## config.mk

```make
export PLATFORM = sky130hd
export DESIGN_NAME = pipeline_enable_ctrl
export DESIGN_NICKNAME = d
export VERILOG_FILES = /design/src/rtl/pipe_ctrl_pkg.sv /design/src/rtl/sat_counter.sv /design/src/rtl/pipeline_enable_ctrl.sv
export SDC_FILE = /design/constraint.sdc
export NUM_CORES = 1
export LEC_CHECK = 0
export ABC_AREA = 1
export BUFFER_PORTS_ARGS = -buffer_cell sky130_fd_sc_hd__buf_2
export CAP_MARGIN = 20
export CORE_MARGIN = 3
export CORE_UTILIZATION = 55
export CTS_BUF_LIST = sky130_fd_sc_hd__clkbuf_8
export CTS_CLUSTER_DIAMETER = 80
export DETAILED_ROUTE_END_ITERATION = 16
export PLACE_DENSITY = 0.81
export SYNTH_ARGS = -nofsm -noshare
export SYNTH_HDL_FRONTEND = slang
export SYNTH_SLANG_ARGS = --single-unit
```

## constraint.sdc

```tcl
create_clock -name clk -period 4.33 [get_ports clk]
set_clock_uncertainty 0.1 [all_clocks]
set_input_delay 0.2165 -clock clk [delete_from_list [all_inputs] [get_ports clk]]
set_output_delay 0.2165 -clock clk [all_outputs]
set_load 0.01 [all_outputs]
```

## src/rtl/pipe_ctrl_pkg.sv

```systemverilog
// Shared types and constants for the pipeline enable/flush controller.
package pipe_ctrl_pkg;

    typedef enum logic [1:0] {
        RUN         = 2'd0,
        LOAD_BUBBLE = 2'd1,
        BR_FLUSH    = 2'd2
    } pipe_state_t;

    localparam int PC_W = 4;

endpackage

```

## src/rtl/sat_counter.sv

```systemverilog
// Saturating up-counter; used to count cycles in which instruction fetch is frozen.
module sat_counter #(
    parameter int W = 16
) (
    input  logic         clk,
    input  logic         reset,
    input  logic         inc,
    output logic [W-1:0] count
);

    logic [W-1:0] count_r;

    // Count up on inc, sticking at all-ones
    always_ff @(posedge clk or negedge reset) begin
        if (!reset) begin
            count_r <= {W{1'b0}};
        end else if (inc && (count_r != {W{1'b1}})) begin
            count_r <= count_r + W'(1);
        end
    end

    assign count = count_r;

endmodule

```

## src/rtl/pipeline_enable_ctrl.sv

```systemverilog
// Pipeline register enable/flush controller: arbitrates memory wait, taken
// branch and load-use hazards, and counts fetch-stall cycles.
module pipeline_enable_ctrl
    import pipe_ctrl_pkg::*;
#(
    parameter int BRANCH_PENALTY = 2,
    parameter int CNT_W          = 16
) (
    input  logic             clk,
    input  logic             reset,
    input  logic             mem_busy,
    input  logic             branch_taken,
    input  logic             load_use,
    output logic             en_if,
    output logic             en_id,
    output logic             en_ex,
    output logic             en_mem,
    output logic             en_wb,
    output logic             flush_id,
    output logic             flush_ex,
    output logic [CNT_W-1:0] stall_cycles,
    output logic [1:0]       state_o
);

    localparam logic [PC_W-1:0] PC_LOAD     = PC_W'(BRANCH_PENALTY - 1);
    localparam bit              MULTI_FLUSH = (BRANCH_PENALTY > 1);

    pipe_state_t     state_r;
    pipe_state_t     state_nxt_s;
    logic [PC_W-1:0] pc_r;
    logic [PC_W-1:0] pc_nxt_s;
    // Enable vector ordered {if, id, ex, mem, wb}
    logic [4:0]      en_vec_s;
    logic            flush_id_s;
    logic            flush_ex_s;
    logic            stall_inc_s;

    // Next-state and output decode, priority mem_busy > branch_taken > load_use
    always_comb begin
        en_vec_s    = 5'b11111;
        flush_id_s  = 1'b0;
        flush_ex_s  = 1'b0;
        state_nxt_s = state_r;
        pc_nxt_s    = pc_r;
        if (!reset) begin
            en_vec_s    = 5'b00000;
            state_nxt_s = RUN;
            pc_nxt_s    = {PC_W{1'b0}};
        end else if (mem_busy) begin
            en_vec_s = 5'b00000;
        end else if (branch_taken) begin
            flush_id_s = 1'b1;
            flush_ex_s = 1'b1;
            if (MULTI_FLUSH) begin
                state_nxt_s = BR_FLUSH;
                pc_nxt_s    = PC_LOAD;
            end else begin
                state_nxt_s = RUN;
                pc_nxt_s    = {PC_W{1'b0}};
            end
        end else begin
            case (state_r)
                RUN: begin
                    if (load_use) begin
                        en_vec_s    = 5'b00111;
                        flush_ex_s  = 1'b1;
                        state_nxt_s = LOAD_BUBBLE;
                    end else begin
                        state_nxt_s = RUN;
                    end
                end
                LOAD_BUBBLE: begin
                    state_nxt_s = RUN;
                end
                BR_FLUSH: begin
                    flush_id_s = 1'b1;
                    if (pc_r <= PC_W'(1)) begin
                        state_nxt_s = RUN;
                        pc_nxt_s    = {PC_W{1'b0}};
                    end else begin
                        pc_nxt_s = pc_r - PC_W'(1);
                    end
                end
                default: begin
                    state_nxt_s = RUN;
                    pc_nxt_s    = {PC_W{1'b0}};
                end
            endcase
        end
    end

    // State and penalty counter registers
    always_ff @(posedge clk or negedge reset) begin
        if (!reset) begin
            state_r <= RUN;
            pc_r    <= {PC_W{1'b0}};
        end else begin
            state_r <= state_nxt_s;
            pc_r    <= pc_nxt_s;
        end
    end

    assign stall_inc_s = ~en_vec_s[4];

    sat_counter #(
        .W (CNT_W)
    ) u_stall_cnt (
        .clk   (clk),
        .reset (reset),
        .inc   (stall_inc_s),
        .count (stall_cycles)
    );

    assign en_if    = en_vec_s[4];
    assign en_id    = en_vec_s[3];
    assign en_ex    = en_vec_s[2];
    assign en_mem   = en_vec_s[1];
    assign en_wb    = en_vec_s[0];
    assign flush_id = flush_id_s;
    assign flush_ex = flush_ex_s;
    assign state_o  = state_r;

endmodule

```

Word level (Yosys, flattened, before mapping)

Index checks and enable logic that the tools add are counted.

Add/subtract/negate cells: 2
Order comparisons: 1
Equality and inequality tests: 6
Mux-type cells: 25
Bitwise logic cells: 1
Reduce and logical (&&, ||, !) cells: 5

Operators with widths:

| cell                  | number |
|---|---|
| $mux 5                | 5 |
| $add 16x1->16 const B | 1 |
| $mux 4                | 4 |
| $ne 16x16->1 const B  | 1 |
| $mux 1                | 10 |
| $mux 2                | 4 |
| $pmux 4 s2            | 1 |
| $le 4x1->1 const B    | 1 |
| $ne 4x4->1 const B    | 1 |
| $pmux 2 s2            | 1 |
| $reduce_and 2->1      | 2 |
| $sub 4x1->4 const B   | 1 |
| $ne 3x2->1 const B    | 1 |
| $eq 2x1->1 const B    | 1 |
| $eq 2x2->1 const B    | 1 |
| $logic_not 2->1       | 1 |
| $ne 2x2->1 const B    | 1 |
| $reduce_or 2->1       | 1 |
| $logic_and 1x1->1     | 1 |
| $not 1->1             | 1 |

Register bits after elaboration: 22
Input bits: 5
Output and inout bits: 25
Logic and storage cells: 43

Depth between registers and ports, before layout

Gate-level depths: netlist of run 1.

Depth after elaboration: 7
Mapped depth: 9
Gate-level depth less buffers: 8

Hierarchy

Synthesis of run 1 repeated with hierarchy kept, for this count alone.

Cells, all modules: 221
Area, all modules: 1,562.7 µm²

Modules (own cells, without submodules):

| module               | times used | cells an instance | area each (µm²) | sequential area each (µm²) |
|---|---|---|---|---|
| sat_counter          | 1          | 149               | 1,058.5         | 400.4 |
| pipeline_enable_ctrl | 1          | 72                | 504.2           | 150.1 |

Worst setup path after synthesis of run 1

No wires, ideal clock.

Path type: reg2reg
From: register u_stall_cnt.count_r[0] (netlist: u_stall_cnt.count[0])
To: register u_stall_cnt.count_r[3] (netlist: u_stall_cnt.count[3])
Setup time: 117 ps
Data arrival time: 1,521 ps
Data required time: 4,113 ps
Path slack: 2,592 ps
Cell stages (with the launch flop): 10
Path buffers: 1
Clock period less this slack: 1,738 ps
Cell sequence: dfrtp_1 > ha_1 > inv_2 > nor2_8 > nand2_4 > o21ai_4 > inv_4 > buf_6 > nand2_1 > nand2_1

Longest elaborated chain between the ends: 2
Elaborated cells between the ends (all ways): 3
Classes of those cells: 1 x add/sub; 1 x eq/ne; 1 x reduce/logical

RTL lines:

| item                                                                  | line              | text |
|---|---|---|
| start, declared                                                       | sat_counter.sv:11 | `logic [W-1:0] count_r;` |
| start signal, assigned                                                | sat_counter.sv:16 | `count_r <= {W{1'b0}};` |
| start signal, assigned                                                | sat_counter.sv:18 | `count_r <= count_r + W'(1);` |
| parallel branches: the longest is 2 deep, another holds $add 16x1->16 | n/a               |  |

Parallel ways; which one is timed is not known.
A chain may end at the register's enable or synchronous reset.

Final worst setup path of run 1

From: input port reset
To: output port en_id

Longest elaborated chain between the ends: 1

RTL lines:

| item            | line                       | text |
|---|---|---|
| start, declared | pipeline_enable_ctrl.sv:10 | `input logic reset,` |
| $mux 5          | pipeline_enable_ctrl.sv:45 | `if (!reset) begin` |
| end, declared   | pipeline_enable_ctrl.sv:15 | `output logic en_id,` |

No other way between the ends.

==> results.md, run 1 <==
- Outcome: complete, no violations
- Crit path kind: primary input to output port
- Worst hold margin: 0.1222 ns
- Most frequent CP cell: buf_2
- Switching share of power: 35.54%
- DP Wirelength: 2.262 mm
- Number of global-route vias before repair: 1302
- Hold Fails Final Rpt: 0
- TritonRoute pass-1 iters: 4
- Util after Layout: 69.57%
- Crit path launch type: primary input
- Ys Warns: 0
- Worst-Skew Late Latency: 0.26 ns
- Non-Filler Instances: 261
- Final setup fails: 0
- Fmax: 0.4336 GHz
- Final period util: 53.27%
- Net Count, Synth: 212
- Site row count: 17
- Crit path DAT: 1.99 ns
- Die area: 3243 µm²
- Synthesized area: 1428 µm²
- Area growth syn-to-layout: 14.02%
- Clk buf depth: 2
- Yosys reg bits: 22
- CP Data Required Time: 4.01 ns
- Worst-path clk slew: 0.08 ns
- Port bufs: 29
- Comb pwr share: 28.5%
- Placed cell areas: 1563 µm²
- Vias per cell: 5.195
- Max stage delay on crit path: 0.52 ns
- Final Critical Period: 2.307 ns
- Core Footprint: 2340 µm²
- Pwr/cell area: 368.4 nW/µm²
- WL/cell: 11.62 µm
- Pre-CTS WS: 2.261 ns
- Post-route ant nets: 0
- Biggest area consumer among synthesized cells: dfrtp_1
- Max-Cap Viols: 0
- Clock root buffer master: clkbuf_8
- Post-synth EDFFs: 0
- CP Capture Type: output port
- Synth area leaders: dfrtp_1, nand2_1, nor2_1
- Main synth FF type: dfrtp_1
- Clk sinks: 22
- Worst-margin pin slew: 0.5886 ns
- First-pass GRT wire length: 5.230 mm
- Reg power frac: 46.7%
- GP Congestion: 0.8827
- Cell internal pwr: 386.6 µW
- TritonCTS clock tree: done
- Clk pwr share: 24.8%
- Chip height: 56.95 µm
- Hold Crit Depth: 3
- Slew headroom: 60.76%
- Top cell type's share of synthesized area: 38.56%
- RSZ-0062 raised after global routing: false
- Postcts setup bufs: 0
- Design area: 1628 µm²
- GRT overflow: 0
- Total Wirelength: 3.034 mm
- Synthesized area per cell: 6.998 µm²
- CP max FO: 27
- Synth async-reset ratio: 100.0%
- Die width: 56.95 µm
- Initial antenna violation count: 0
- Final Net Count: 242
- Worst min path class: primary input to register
- CP Cell Sequence: dlygate4sd3_1, buf_2, inv_2, nor2_1, nand2_1, inv_1, buf_2
- Syn Inst Count: 204
- CP max stage cell: dlygate4sd3_1
- Final WS setup: 2.023 ns
- TritonCTS Buffers: 3
- Final Max Tran Viols: 0
- Total leakage power: 0.9020 nW
- Reg2Reg Depth: 8
- Overall routing resource usage: 19.86%
- Vias: 1356
- Clock H-tree levels: 1
- Drt drc: 0
- Setup TNS: 0 ns
- Peak supply drop: 0.4002 mV
- Top-Level Pins: 30
- Synth cell types: 22
- Share of cells above drive strength 1: 19.74%
- Placed insts: 256
- Initial DRC count: 63
- ANT cells: 0
- Filler cell count: 197
- Pin count of the biggest net entering global routing: 28
- Final Power: 599.7 µW
- Register area share after synthesis: 38.56%
- Switching Power: 213.1 µW
- Starting density of the core: 61.02%
## cell usage in the layout, fill, tap and decap left out
cell type      synthesis  final
buf_2                  0     29
clkbuf_8               0      4
dfrtp_1               22     22
dlygate4sd3_1          0      1
ha_1                   3      3
inv_1                 17     17
inv_2                  2      2
inv_4                  1      1
nand2_1               91     91
nand2_2                3      3
nand2_4                1      1
nand3_1                7      7
nand4_1                7      7
nor2_1                21     21
nor2_2                 1      1
nor2_4                 1      1
nor2_8                 1      1
o21ai_0                9      9
o21ai_4                1      1
o22ai_1                1      1
or2_2                  2      2
xnor2_1                6      6
xor2_1                 2      2
## logic make-up after synthesis
group                    Yosys count  synth area share (%)
AO/OA/AOI/OAI                     11                 4.733
buffers and inverters             25                 8.589
adder cells (fa/ha/maj)            3                 2.630
flip-flops                        22                 38.56
AND/OR/NAND/NOR                  135                 40.58
XOR/XNOR                           8                 4.908
## flip-flops by register name, indices dropped and copies added (netlist names)
| name | flops |
|---|---|
| u_stall_cnt.count | 16 |
| pc_r | 4 |
| state_o | 2 |
## power groups by stage
stage,registers (mW),clock network (mW),logic (mW)
2_1_floorplan,0.289,0,0.110
3_3_place_gp,0.282,0,0.170
3_5_place_dp,0.282,0,0.174
4_1_cts,0.279,0.153,0.175
5_1_grt,0.287,0.160,0.193
6_report,0.280,0.149,0.171
## cell type report
type | count | area, µm² | area share [%]
clock buffer | 4 | 55.05 | 3.382
tap | 28 | 35.03 | 2.152
timing repair buffer | 30 | 155.1 | 9.531
inverter | 20 | 77.57 | 4.766
sequential | 22 | 550.5 | 33.82
multi-input combinational | 157 | 754.5 | 46.35
## synth_stat cells (2+ instances only)
cell	number
or2_2	2
inv_1	17
buf_4	3
dfrtp_1	22
nand2_2	3
nor2_1	21
o21ai_0	9
xnor2_1	6
nand4_1	7
buf_6	2
nand3_1	7
ha_1	3
xor2_1	2
inv_2	2
nand2_1	91
## critical path: cells and delay by family
family                 cells  cell delay, ns
buffers and inverters      5            1.29
AND/OR/NAND/NOR            2            0.48
## final timing paths
kind	slack, ns	end	from
worst max-delay path	2.02	en_id	reset
worst min-delay path	0.12	state_o[1]$_DFFE_PN0P_	branch_taken
worst max register to register	2.32	u_stall_cnt.count[9]$_DFFE_PN0P_	u_stall_cnt.count[0]$_DFFE_PN0P_
worst min register to register	0.39	state_o[1]$_DFFE_PN0P_	state_o[1]$_DFFE_PN0P_
max in group asynchronous	3.36	pc_r[1]$_DFFE_PN0P_	reset
min in group asynchronous	0.38	pc_r[0]$_DFFE_PN0P_	reset
## metal layers
| metal | GRT usage, % | part of all wire, % | vias to the layer above |
|---|---|---|---|
| li1 | - | - | 684 |
| met1 | 24.46 | 43 | 621 |
| met2 | 33.44 | 49 | 40 |
| met3 | 2.262 | 4.6 | 11 |
| met4 | 11.59 | 2.9 | 0 |
| met5 | 0 | 0 | - |
## timing repair
item / 4_1_cts / 5_1_grt
hold buffers: 1 / 0
setup endpoints to repair: 0 / 0
resized for setup: 0 / 0
endpoints found under the hold margin: 22 / 0
(Power assumes the default switching activity.)
==> run 2: changes to the inputs <==
==> constraint.sdc (replaced) <==
create_clock -name clk -period 2.26 [get_ports clk]
set_clock_uncertainty 0.1 [all_clocks]
set_input_delay 0.113 -clock clk [delete_from_list [all_inputs] [get_ports clk]]
set_output_delay 0.113 -clock clk [all_outputs]
set_load 0.01 [all_outputs]
==> run 2 against run 1 <==
Effect of this change:
- sequential share of layout area shrank 0.64 points
- combinational power rose by 95%
- core utilization grew 1.3 points
- critical endpoint is now u_stall_cnt.count[10]$_DFFE_PN0P_
- largest power group unchanged
==> results.md, run 2 (synthesis gave the netlist of run 1 again) <==
- Chip height: 56.95 µm (unchanged)
- CP Capture Type: register (was output port)
- Clk sinks: 22 (unchanged)
- Post-cts resize count: 0 (unchanged)
- Most common cell after layout, fill and taps aside: nand2_1 (unchanged)
- Worst min path class: primary input to register (unchanged)
- Die area: 3243 µm² (unchanged)
- Filler cell count: 203 (was 197)
- Pwr/cell area: 747.2 nW/µm² (was 368.4 nW/µm²)
- Pre-CTS WS: 0.4632 ns (was 2.261 ns)
- GRT overflow: 0 (unchanged)
- Slack of the worst reg-to-reg path: 0.47 ns (was 2.32 ns)
- Worst-Skew Late Latency: 0.27 ns (was 0.26 ns)
- Hold Fails Final Rpt: 0 (unchanged)
- Max stage delay on crit path: 0.43 ns (was 0.52 ns)
- First-pass GRT wire length: 5.623 mm (was 5.230 mm)
- Final Critical Period: 1.790 ns
- Initial DRC count: 46 (was 63)
- CP Data Required Time: 2.37 ns (was 4.01 ns)
- Outcome: complete, no violations (unchanged)
- WL/cell: 12.21 µm (was 11.62 µm)
- Hold endpoint: state_o[1]$_DFFE_PN0P_ (unchanged)
- Placed insts: 258 (was 256)
- Clk buf depth: 2 (unchanged)
- Critical R2R Capture: u_stall_cnt.count[10]$_DFFE_PN0P_ (was u_stall_cnt.count[9]$_DFFE_PN0P_)
- Final setup fails: 0 (unchanged)
- Site row count: 17 (unchanged)
- Initial antenna violation count: 0 (unchanged)
- Final WS setup: 0.4697 ns (was 2.023 ns)
- Worst-path clk slew: 0.09 ns (was 0.08 ns)
- Clock root buffer master: clkbuf_8 (unchanged)
- Largest register FFs: 16 (unchanged)
- Crit path kind: register to register (was primary input to output port)
- DP Wirelength: 2.475 mm (was 2.262 mm)
- CP max FO: 10 (was 27)
- Crit path DAT: 1.90 ns (was 1.99 ns)
- Setup TNS: 0 ns (unchanged)
- Area of the multi-input gates: 754.5 µm² (unchanged)
- Final period util: 79.22%
- Util after Layout: 70.91% (was 69.57%)
- Non-Filler Instances: 263 (was 261)
- GP Congestion: 0.8731 (was 0.8827)
- Hold Crit Depth: 3 (unchanged)
- Hold_sp: branch_taken (unchanged)
- Vias per cell: 5.262 (was 5.195)
- Vias: 1384 (was 1356)
- Peak supply drop: 0.9172 mV (was 0.4002 mV)
- Core Footprint: 2340 µm² (unchanged)
- TritonRoute pass-1 iters: 4 (unchanged)
- CP Cell Sequence: ha_1, inv_2, nor2_8, nand2_4, o21ai_4, buf_4, nand2_1, nand2_1 (was dlygate4sd3_1, buf_2, inv_2, nor2_1, nand2_1, inv_1, buf_2)
- RR Startpoint: u_stall_cnt.count[0]$_DFFE_PN0P_ (unchanged)
- Slew headroom: 75.06% (was 60.76%)
- Drt drc: 0 (unchanged)
- Final Net Count: 244 (was 242)
- Share of cells above drive strength 1: 20.43% (was 19.74%)
- Top-Level Pins: 30 (unchanged)
- Final Max Tran Viols: 0 (unchanged)
- ANT cells: 0 (unchanged)
- Post-route ant nets: 0 (unchanged)
- Most frequent CP cell: nand2_1 (was buf_2)
- Most frequent cells in the layout: nand2_1, buf_2, dfrtp_1, nor2_1, inv_1 (unchanged)
- Reg2Reg Depth: 8 (unchanged)
- Max-Cap Viols: 0 (unchanged)
- Overall routing resource usage: 21.79% (was 19.86%)
- TritonCTS clock tree: done (unchanged)
- TritonCTS Buffers: 3 (unchanged)
- CP max stage cell: dfrtp_1 (was dlygate4sd3_1)
- Port bufs: 29 (unchanged)
- Area growth syn-to-layout: 16.21% (was 14.02%)
- Crit path launch type: register (was primary input)
- Worst-margin pin slew: 0.3727 ns (was 0.5886 ns)
- Clock H-tree levels: 1 (unchanged)
- Number of global-route vias before repair: 1362 (was 1302)
- Die width: 56.95 µm (unchanged)
- RSZ-0062 raised after global routing: false (unchanged)
- Starting density of the core: 61.02% (unchanged)
- Total Wirelength: 3.212 mm (was 3.034 mm)
- Fmax: 0.5586 GHz
- Total leakage power: 0.9189 nW (was 0.9020 nW)
- Pin count of the biggest net entering global routing: 27 (was 28)
- Sequential standard cell area: 550.5 µm² (unchanged)
-- run 2: critical path: cells and delay by family (launching register included) --
family | cells | cell delay [ns]
buffers and inverters | 2 | 0.31
AO/OA/AOI/OAI | 1 | 0.28
flip-flops | 1 | 0.43
AND/OR/NAND/NOR | 4 | 0.35
adder cells (fa/ha/maj) | 1 | 0.26
-- run 2: area by class of cell --
cell class,count,share of cell area [%]
multi-input cells,157,45.48
well taps,28,2.112
clock buffers,3,2.489
flip-flops and latches,22,33.18
repair buffers,32,10.26
inverters,20,4.676
clock inverters,1,1.810
-- run 2: how the worst max path moves through the flow --
| stage | startpoint | end | slack [ns] | cells after the start |
|---|---|---|---|---|
| 2_1_floorplan | u_stall_cnt.count[0]$_DFFE_PN0P_ | u_stall_cnt.count[3]$_DFFE_PN0P_ | 0.52 | 9 |
| 3_3_place_gp | u_stall_cnt.count[0]$_DFFE_PN0P_ | u_stall_cnt.count[9]$_DFFE_PN0P_ | 0.54 | 8 |
| 3_5_place_dp | u_stall_cnt.count[0]$_DFFE_PN0P_ | u_stall_cnt.count[10]$_DFFE_PN0P_ | 0.46 | 8 |
| 4_1_cts | u_stall_cnt.count[0]$_DFFE_PN0P_ | u_stall_cnt.count[10]$_DFFE_PN0P_ | 0.46 | 8 |
| 5_1_grt | u_stall_cnt.count[0]$_DFFE_PN0P_ | u_stall_cnt.count[0]$_DFFE_PN0P_ | 0.31 | 8 |
| 6_report | u_stall_cnt.count[0]$_DFFE_PN0P_ | u_stall_cnt.count[10]$_DFFE_PN0P_ | 0.47 | 8 |
-- run 2: report_power, final --
part | switching [mW] | total, mW | leakage [nW] | internal [mW]
clock | 0.132 | 0.369 | 0.0357 | 0.237
combinational | 0.197 | 0.333 | 0.589 | 0.136
sequential | 0.0852 | 0.538 | 0.295 | 0.453
total | 0.414 | 1.24 | 0.919 | 0.825
-- run 2: through the flow --
| step | area (µm²) | power [mW] | hold WS [ns] |
|---|---|---|---|
| after floorplan | 1428 | 0.7631 | -0.2826 |
| after global placement | 1578 | 0.8702 | 0.05572 |
| after detailed placement | 1578 | 0.8816 | 0.06186 |
| after CTS | 1659 | 1.253 | 0.02008 |
| after global routing | 1659 | 1.318 | 0.06192 |
| final | 1659 | 1.240 | 0.02345 |
-- run 2: routing by layer --
metal	track usage [%]	vias up	wire, µm
li1	-	691	-
met1	25.00	640	1359
met2	38.99	45	1602
met3	2.715	8	166
met4	11.92	0	83
met5	0	-	0
-- run 2: timing repair --
| item | CTS | global route |
|---|---|---|
| hold endpoints to repair | 22 | 0 |
| setup endpoints to repair | 0 | 0 |
| setup buffers | 0 | 0 |
| hold buffers | 1 | 0 |
